<file path="src/rtl/mux_rr_arbiter.sv">
// rtl/mux_rr_arbiter.sv - round-robin arbiter driving an 8:1 bit-select mux with registered output
// Grants are held up to MAX_HOLD cycles or until the holder drops its request.
module mux_rr_arbiter #(
  parameter int MAX_HOLD = 4,
  parameter int CNT_W    = 4
) (
  input  logic             clk,
  input  logic             rst_n,
  input  logic [7:0]       req,
  input  logic [7:0]       x,
  output logic [7:0]       gnt,
  output logic [2:0]       sel,
  output logic             gnt_valid,
  output logic [CNT_W-1:0] hold_cnt,
  output logic             y,
  output logic             y_valid
);

  typedef enum logic {ST_IDLE, ST_GRANT} state_t;

  state_t           r_state, w_state_nxt;
  logic [7:0]       r_gnt, w_gnt_nxt;
  logic [2:0]       r_sel, w_sel_nxt;
  logic [2:0]       r_ptr, w_ptr_nxt;
  logic [CNT_W-1:0] r_cnt, w_cnt_nxt;
  logic             r_gnt_valid, w_gnt_valid_nxt;
  logic             r_y, r_y_valid;

  logic [2:0]       w_win;
  logic [2:0]       w_idx;
  logic             w_found;
  logic             w_release;

  // Scan ptr+1 .. ptr+8 (mod 8) so the last holder is the final candidate.
  always_comb begin
    w_win   = 3'd0;
    w_found = 1'b0;
    w_idx   = 3'd0;
    for (int k = 1; k <= 8; k++) begin
      w_idx = r_ptr + 3'(k);
      if (!w_found && req[w_idx]) begin
        w_win   = w_idx;
        w_found = 1'b1;
      end
    end
  end

  assign w_release = !req[r_sel] || (r_cnt == CNT_W'(MAX_HOLD));

  always_comb begin
    w_state_nxt     = r_state;
    w_gnt_nxt       = r_gnt;
    w_sel_nxt       = r_sel;
    w_ptr_nxt       = r_ptr;
    w_cnt_nxt       = r_cnt;
    w_gnt_valid_nxt = r_gnt_valid;
    case (r_state)
      ST_IDLE: begin
        if (w_found) begin
          w_state_nxt     = ST_GRANT;
          w_gnt_nxt       = 8'd1 << w_win;
          w_sel_nxt       = w_win;
          w_ptr_nxt       = w_win;
          w_cnt_nxt       = CNT_W'(1);
          w_gnt_valid_nxt = 1'b1;
        end
      end
      ST_GRANT: begin
        if (!w_release) begin
          w_cnt_nxt = r_cnt + CNT_W'(1);
        end else if (w_found) begin
          w_gnt_nxt       = 8'd1 << w_win;
          w_sel_nxt       = w_win;
          w_ptr_nxt       = w_win;
          w_cnt_nxt       = CNT_W'(1);
          w_gnt_valid_nxt = 1'b1;
        end else begin
          w_state_nxt     = ST_IDLE;
          w_gnt_nxt       = 8'd0;
          w_cnt_nxt       = '0;
          w_gnt_valid_nxt = 1'b0;
        end
      end
      default: begin
        w_state_nxt     = ST_IDLE;
        w_gnt_nxt       = 8'd0;
        w_cnt_nxt       = '0;
        w_gnt_valid_nxt = 1'b0;
      end
    endcase
  end

  always_ff @(posedge clk or negedge rst_n) begin
    if (!rst_n) begin
      r_state     <= ST_IDLE;
      r_gnt       <= 8'd0;
      r_sel       <= 3'd0;
      r_ptr       <= 3'd7;
      r_cnt       <= '0;
      r_gnt_valid <= 1'b0;
      r_y         <= 1'b0;
      r_y_valid   <= 1'b0;
    end else begin
      r_state     <= w_state_nxt;
      r_gnt       <= w_gnt_nxt;
      r_sel       <= w_sel_nxt;
      r_ptr       <= w_ptr_nxt;
      r_cnt       <= w_cnt_nxt;
      r_gnt_valid <= w_gnt_valid_nxt;
      // Datapath uses the grant registered before this edge, so y lags gnt by one cycle.
      r_y         <= r_gnt_valid ? x[r_sel] : 1'b0;
      r_y_valid   <= r_gnt_valid;
    end
  end

  assign gnt       = r_gnt;
  assign sel       = r_sel;
  assign gnt_valid = r_gnt_valid;
  assign hold_cnt  = r_cnt;
  assign y         = r_y;
  assign y_valid   = r_y_valid;

endmodule

</file>
<file path="config.mk">
export PLATFORM = sky130hd
export DESIGN_NAME = mux_rr_arbiter
export DESIGN_NICKNAME = d
export VERILOG_FILES = /design/src/rtl/mux_rr_arbiter.sv
export SDC_FILE = /design/constraint.sdc
export NUM_CORES = 1
export LEC_CHECK = 0
export ABC_AREA = 1
export CAP_MARGIN = 20
export CORE_MARGIN = 8
export CORE_UTILIZATION = 51
export DETAILED_ROUTE_END_ITERATION = 10
export PLACE_DENSITY = 0.81
export SLEW_MARGIN = 20
export SYNTH_ARGS = -nofsm -noshare
export SYNTH_HDL_FRONTEND = slang
export SYNTH_SLANG_ARGS = --single-unit
</file>
<file path="constraint.sdc">
create_clock -name clk -period 4.5 [get_ports clk]
set_input_delay 0.9 -clock clk [delete_from_list [all_inputs] [get_ports clk]]
set_output_delay 0.9 -clock clk [all_outputs]
set_load 0.02 [all_outputs]
</file>
# --- After elaboration in Yosys (flattened, before gate mapping) ---
# Cells that the tools add are included.
op_classes:
  n_addsub: 8
  n_lt_le_gt_ge: 9
  n_eq_ne: 3
  shifts: 1
  muxes: 57
  n_bitwise: 1
  n_reduce_logical: 17
ops:
  columns: ["cell", "n"]
  rows:
  - ["$lt A3 B4 Y1 const B", 9]
  - ["$mux W3", 12]
  - ["$bmux W1 S3", 10]
  - ["$mux W1", 24]
  - ["$mux W8", 3]
  - ["$pmux W8 S2", 1]
  - ["$add A3 B3 Y3 const B", 4]
  - ["$pmux W3 S2", 2]
  - ["$logic_not A1 Y1", 8]
  - ["$mux W4", 2]
  - ["$pmux W4 S2", 1]
  - ["$shl A1 B3 Y8 const A", 1]
  - ["$logic_and A1 B1 Y1", 7]
  - ["$add A3 B2 Y3 const B", 2]
  - ["$add A4 B1 Y4 const B", 1]
  - ["$eq A4 B3 Y1 const B", 1]
  - ["$pmux W1 S2", 2]
  - ["$add A3 B1 Y3 const B", 1]
  - ["$ne A2 B1 Y1 const B", 1]
  - ["$ne A2 B2 Y1 const B", 1]
  - ["$reduce_and A2 Y1", 1]
  - ["$logic_or A1 B1 Y1", 1]
  - ["$not A1 Y1", 1]
totals:
  register_bits: 22
  input_bits: 18
  output_inout_bits: 18
  wordCells: 104

# --- Logic depth before layout (Yosys ltp) ---
depth:
  depth_word: 29
  depth_mapped: 18
  mapped_depth_nobuf: 17

# --- Least setup slack after synthesis ---
# No wires, ideal clock.
synth_timing:
  kind: "reg-to-reg"
  from: "reg r_ptr[0]"
  to: "reg r_gnt[4] (netlist: gnt[4])"
  setup_time_ps: 117
  arrival_time_ps: 2520
  t_required_ps: 4383
  path_slack_ps: 1863
  stages_incl_launch_ff: 17
  n_path_buf: 2
  period_less_slack_ps: 2637
  path_cell_list: "dfstp_2 > inv_2 > buf_6 > ha_1 > inv_1 > nand3_1 > nand3_1 > nand2_2 > nor2_8 > nand4_4 > nor2_8 > nand4_4 > nand2_2 > buf_6 > nor2_1 > nand3_1 > nand2_1"
synth_via:
  elab_chain_len: 29
  word_cells_on_any_way: 60
  classes_between: "add/sub: 7; eq/ne: 1; shift: 1; mux: 36; reduce/logical: 15"
synth_rtl:
  columns: ["element", "line_no", "source"]
  rows:
  - ["from (decl)", "24", "logic [2:0] r_ptr, w_ptr_nxt;"]
  - ["from (signal assigned)", "107", "r_ptr <= w_ptr_nxt;"]
  - ["$add A3 B1 Y3", "40", "w_idx = r_ptr + 3'(k);"]
  - ["$bmux W1 S3", "41", "if (!w_found && req[w_idx]) begin"]
  - ["$mux W1 (not written as such)", "41", null]
  - ["$mux W1", "41", null]
  - ["$logic_not A1 Y1", "41", null]
  - ["$logic_and A1 B1 Y1", "41", null]
  - ["$mux W1", "41", null]
  - ["$logic_not A1 Y1", "41", null]
  - ["(+13 left out)", null, null]
  - ["$mux W1", "41", null]
  - ["$logic_not A1 Y1", "41", null]
  - ["$logic_and A1 B1 Y1", "41", null]
  - ["$mux W3", "41", null]
  - ["$shl A1 B3 Y8", "61, 72", null]
  - ["$mux W8", "71", "end else if (w_found) begin"]
  - ["$mux W8", "69", "if (!w_release) begin"]
  - ["$pmux W8 S2", "57", "case (r_state)"]
  - ["to (signal assigned)", "105", "r_gnt <= w_gnt_nxt;"]
  - ["to (decl)", "22", "logic [7:0] r_gnt, w_gnt_nxt;"]
# Several ways; a longest one is shown, not always the timed one. The select of a mux whose other input is x is not followed.
# A chain may end at the register's enable or synchronous reset.

# --- Worst setup path after layout ---
layout_timing:
  from: "reg r_ptr[0]"
  to: "reg r_sel[2] (netlist: sel[2])"
layout_via:
  elab_chain_len: 28
  word_cells_on_any_way: 56
  classes_between: "add/sub: 7; mux: 35; reduce/logical: 14"
layout_rtl:
  columns: ["element", "line_no", "source"]
  rows:
  - ["$add A3 B1 Y3", "40", null]
  - ["$bmux W1 S3", "41", null]
  - ["$mux W1 (not written as such)", "41", null]
  - ["$mux W1", "41", null]
  - ["$logic_not A1 Y1", "41", null]
  - ["$logic_and A1 B1 Y1", "41", null]
  - ["$mux W1", "41", null]
  - ["$logic_not A1 Y1", "41", null]
  - ["(+12 left out)", null, null]
  - ["$logic_and A1 B1 Y1", "41", null]
  - ["$mux W1", "41", null]
  - ["$logic_not A1 Y1", "41", null]
  - ["$logic_and A1 B1 Y1", "41", null]
  - ["$mux W3 / $mux W1 (equally long branches)", "41", null]
  - ["$mux W3 (*)", "59, 71", null]
  - ["$mux W3", "69", null]
  - ["$pmux W3 S2 (*)", "57", null]
  - ["to (signal assigned)", "106", "r_sel <= w_sel_nxt;"]
  - ["to (decl)", "23", "logic [2:0] r_sel, w_sel_nxt;"]
# Every way passes the cells marked *; elsewhere a longest branch is shown, timed or not. The select of a mux whose other input is x is not followed.

==> results_dict.tcl <==
set metrics [dict create \
    finalSetupTns_ns 0 \
    rsz0062_at_grt "false" \
    yosysMostFrequentCell "nand2_1" \
    r2r_end "sel[2]$_DFFE_PN0P_" \
    slew-limit-headroom_pct 64.7 \
    cts_setup_buffers 0 \
    netlist.area_leader.share_pct 24.5 \
    yosysSeqAreaShare_pct 28.6 \
    drt-wirelength-per-cell_um 13.8 \
    diodes 0 \
    syn_area_per_cell_um2 6.67 \
    die_y_um 77.7 \
    drive_gt1_share_pct 11.7 \
    maxCapViolations 0 \
    timing.final.ws_setup_ns 1.31 \
    syn_nets 313 \
    ctsResizeCount 0 \
    track_usage_pct 17.4 \
    die_w_um 77.7 \
    cp.arrival_ns 3.34 \
    hp-class "reg -> reg" \
    rows 22 \
    hold_viol 0 \
    clk_latency_ns 0.27 \
    vias 2042 \
    core_um2 3660 \
    via_per_inst 5.49 \
    final_util_pct 64.0 \
    max_freq_ghz 0.314 \
    criticalPathCategory "reg -> reg" \
    crit_end "sel[2]$_DFFE_PN0P_" \
    synth_ff_type "dfrtp_1" \
    port_buffers 35 \
    r2r_cells 14 \
    htree_levels 1 \
    synth_area_leader_cell "dfrtp_1" \
    skew_ns 0.00562 \
    critPathLaunchType "register" \
    hold_buffers 0 \
    cp-end-kind "register" \
    drt_iter0_drc 144 \
    netlist_instances 291 \
    area_growth_pct 20.7 \
    clk_pin_slew_worst_paths_ns 0.07 \
    setup_violations 0 \
    ys_top_cells_by_count "nand2_1 (81), nand3_1 (44), inv_1 (31)" \
    yosysUniqueCellTypes 30 \
    grt_pass1_vias 1919 \
    grt_overflow 0 \
    grt_pass1_wl_mm 8.90 \
    synth_area_leaders "dfrtp_1 (25%), nand2_1 (16%), nand3_1 (11%), inv_1 (6.0%), dfstp_2 (4.1%)" \
    antenna_left 0 \
    gp_congestion 0.963 \
    hpwl_mm 4.06 \
    synth_seq_cells 22 \
    drc 0 \
    yosys_warnings 0 \
    wl_mm 5.13 \
    worst_pin_slew_ns 0.529 \
    antenna_found_initial 0 \
    initial_utilization_pct 53.0 \
    async_flop_share_pct 100 \
    cts_buffer_depth 2 \
    cts.sinks 22 \
    synth-edff-count 0 \
    cts_made_buffers 3 \
    period_share_pct 70.9 \
    r2r_start "r_ptr[0]$_DFFE_PN1P_" \
    cts_tree "yes" \
    dp.cells 368 \
    grt_start_max_net_pins 23 \
    dr.pass1.iters 4 \
    period_needed_ns 3.19 \
    cp_max_fo 15 \
    holdPathStages 0 \
    syn_area_um2 1940 \
    outcome "complete, no violations" \
    required_ns 4.65 \
    nets 347 \
    io_pins 36 \
    startpoint "r_ptr[0]$_DFFE_PN1P_" \
    die_area_um2 6030 \
    maxSlewViolCount 0 \
    post-place-ws_ns 1.31 \
    clockRootBuffer "clkbuf_8" \
    reg2reg_slack_ns 1.31 \
    fin_cells 372 \
]
==> cells in the final DEF, fill, tap and decap left out, types with 3 or more instances in the layout <==
cell type and n:
a21oi_1 3, clkbuf_8 3, clkdlybuf4s50_1 34, dfrtp_1 19, dfstp_2 3, ha_1 4
inv_1 31, inv_2 5, nand2_1 81, nand2_2 11, nand3_1 44, nand3_2 6
nand4_1 11, nor2_1 20, nor2_2 3, o21ai_0 13, o21ai_1 11, o22ai_1 5
==> registers in the layout, summed over array words and instances (netlist names) <==
name       cells
r_state        1
gnt_valid      1
hold_cnt       4
gnt            8
r_ptr          3
y              1
sel            3
y_valid        1
==> area by class of cell <==
type                            instances  area (um^2)
Sequential cell                        22          554
Fill cell                             340         1320
Clock buffer                            4         45.0
Inverter                               38          145
Timing Repair Buffer                   35          345
Multi-Input combinational cell        225         1190
Tap cell                               48         60.1
==> critical path, stage by stage (launching register included) <==
cell     delay, ns
dfstp_2       0.69
inv_2         0.19
ha_1          0.41
inv_1         0.20
nand3_1       0.15
nand3_1       0.14
nand2_2       0.14
nor2_8        0.18
nand4_4       0.13
nor2_8        0.18
nand4_4       0.14
nand2_2       0.22
inv_2         0.09
nand2_2       0.13
o21ai_1       0.08
==> cell families (layout without fill, tap and decap cells) <==
| family | Yosys count | count (layout) | share of synthesized area [%] |
|---|---|---|---|
| AOI/OAI and AO/OA | 36 | 36 | 10.1 |
| xor gates and xnor gates | 3 | 3 | 1.74 |
| adders and majority gates | 4 | 4 | 2.58 |
| buffers and inverters | 44 | 77 | 9.99 |
| DFF | 22 | 22 | 28.6 |
| and+or+nand+nor | 182 | 182 | 47.1 |
==> how the worst min path moves through the flow <==
stage	end	startpoint	slack (ns)
2_1_floorplan	y_valid$_DFF_PN0_	gnt_valid$_DFFE_PN0P_	0.53
3_3_place_gp	y_valid$_DFF_PN0_	gnt_valid$_DFFE_PN0P_	0.43
3_5_place_dp	y_valid$_DFF_PN0_	gnt_valid$_DFFE_PN0P_	0.43
4_1_cts	y_valid$_DFF_PN0_	gnt_valid$_DFFE_PN0P_	0.45
5_1_grt	y_valid$_DFF_PN0_	gnt_valid$_DFFE_PN0P_	0.46
6_report	y_valid$_DFF_PN0_	gnt_valid$_DFFE_PN0P_	0.45
==> metrics by stage <==
step                      hold slack [ns]  cell area [um^2]
after global placement              0.433              2300
after CTS                           0.453              2350
after detailed placement            0.434              2300
after global routing                0.465              2340
final                               0.451              2340
after floorplan                     0.525              1940
==> metal layers <==
metal | vias up | global-route usage (%) | routed length, um
met1 | 944 | 23.1 | 2410
met2 | 62 | 28.5 | 2420
met3 | 7 | 2.53 | 228
met4 | 0 | 5.09 | 66
li1 | 1029 | - | -
met5 | - | 0 | 0
Power is not shown: default switching activity piles up to over one toggle a cycle in this logic, so the estimate is an artifact.
==> RTL edit: new RTL, config.mk and constraints unchanged <==
`CNT_W`: 4 -> 6.
--- a/src/rtl/mux_rr_arbiter.sv
+++ b/src/rtl/mux_rr_arbiter.sv
@@ -2,7 +2,7 @@
 // Grants are held up to MAX_HOLD cycles or until the holder drops its request.
 module mux_rr_arbiter #(
   parameter int MAX_HOLD = 4,
-  parameter int CNT_W    = 4
+  parameter int CNT_W    = 6
 ) (
   input  logic             clk,
   input  logic             rst_n,
Interface: changed (resized hold_cnt); port bits go from 36 to 38. The function was not compared with the original's and may differ.
==> RTL edit against the original RTL <==
Global-route usage down 0.50 points. Synthesized area up 7.7%. Sequential cell count up 2. Wire length down 0.64%. Core utilization down 0.15 points. Fmax up 5.7%. Worst setup slack better by 170 ps. Count of clock-buffer cells in the layout down 1. Critical path depth down 1. Design area up 8.2%. Sequential share of layout area up 0.18 points.
Power is left out: the tool's default activity adds up to more than one toggle a clock period on the data nets, which glitch-free logic cannot reach.
==> RTL edit: results (changes against the original RTL) <==
- Synth top area cells: dfrtp_1, nand2_1, nand3_1
- XOR/XNOR Fraction of Synth Area: 0.02455 (+0.007143)
- Status: complete, no violations
- Post-DP HPWL: 4.003 mm (-1.3%)
- First-pass GRT wire length: 9.066 mm (+1.9%)
- Pin count of the biggest net entering global routing: 25 (+8.7%)
- Inverters: 40 (+5.3%)
- CP max FO: 12 (-3)
- I/O Buffers: 37 (+5.7%)
- Layout cells sized above 1: 0.1459 (+0.02861)
- Post-synth cell types: 35 (+17%)
- Drt wl/cell: 13.44 um (-2.5%)
- Final clock-cell share: 0.02813 (+0.008904)
- Data buffer area share: 0.1471 (-0.0003475)
- Fin Clk Skew: 1.771 ps (-3.844 ps)
- Complex-gate fraction of the synthesized area: 0.09281 (-0.007766)
- Vias in the first global route: 2,009 (+4.7%)
- Plain + repair buffers: 38 (+8.6%)
- Layout fillers: 361 (+6.2%)
- Slew headroom: 0.6605 (+0.01382)
- Sequential area share after synthesis: 0.2892 (+0.003599)
- Post-DR vias/cell: 5.338 (-2.8%)
- Footprint of the multi-input gates: 1266 um^2 (+6.2%)
- Total CTS buffers: 3 (unchanged)
- Synth top cells by count: nand2_1, nand3_1, inv_1
- DRT iter0 DRCs: 160 (+11%)
- Layout net count: 352 (+1.4%)
- GP Congestion: 0.8822 (-8.3%)
- Sequential Area: 604.3 um^2 (+9.0%)
- Critical path data arrival time: 3170 ps (-170 ps)
RTL edit: final timing paths:
path	start	cells after the start	endpoint	slack (ps)
hold reg to reg	gnt_valid	0	y_valid	450
hold / removal	gnt_valid	0	y_valid	450
setup reg to reg	r_ptr[0]	13	sel[0]	1480
setup / recovery	r_ptr[0]	13	sel[0]	1480
max in group asynchronous	rst_n	1	r_ptr[1]	3550
min in group asynchronous	rst_n	1	hold_cnt[0]	590
RTL edit: metrics by stage:
step           instances    util  instance area [um^2]  hold slack, ps  setup WS, ps
2_1_floorplan        293       -                  2090           525.5          1951
3_3_place_gp         375  0.6216                  2469           442.3          1467
3_5_place_dp         375  0.6216                  2469           443.8          1462
4_1_cts              379  0.6396                  2540           464.4          1499
5_1_grt              379  0.6383                  2535           492.3          1247
6_report             379  0.6383                  2535           453.1          1484
RTL edit: metal layers:
layer	wire length, um	up-vias	track usage
met5	0	-	0
met4	85	0	0.05636
met3	262	10	0.03041
met2	2396	49	0.2829
met1	2348	929	0.2130
li1	-	1035	-
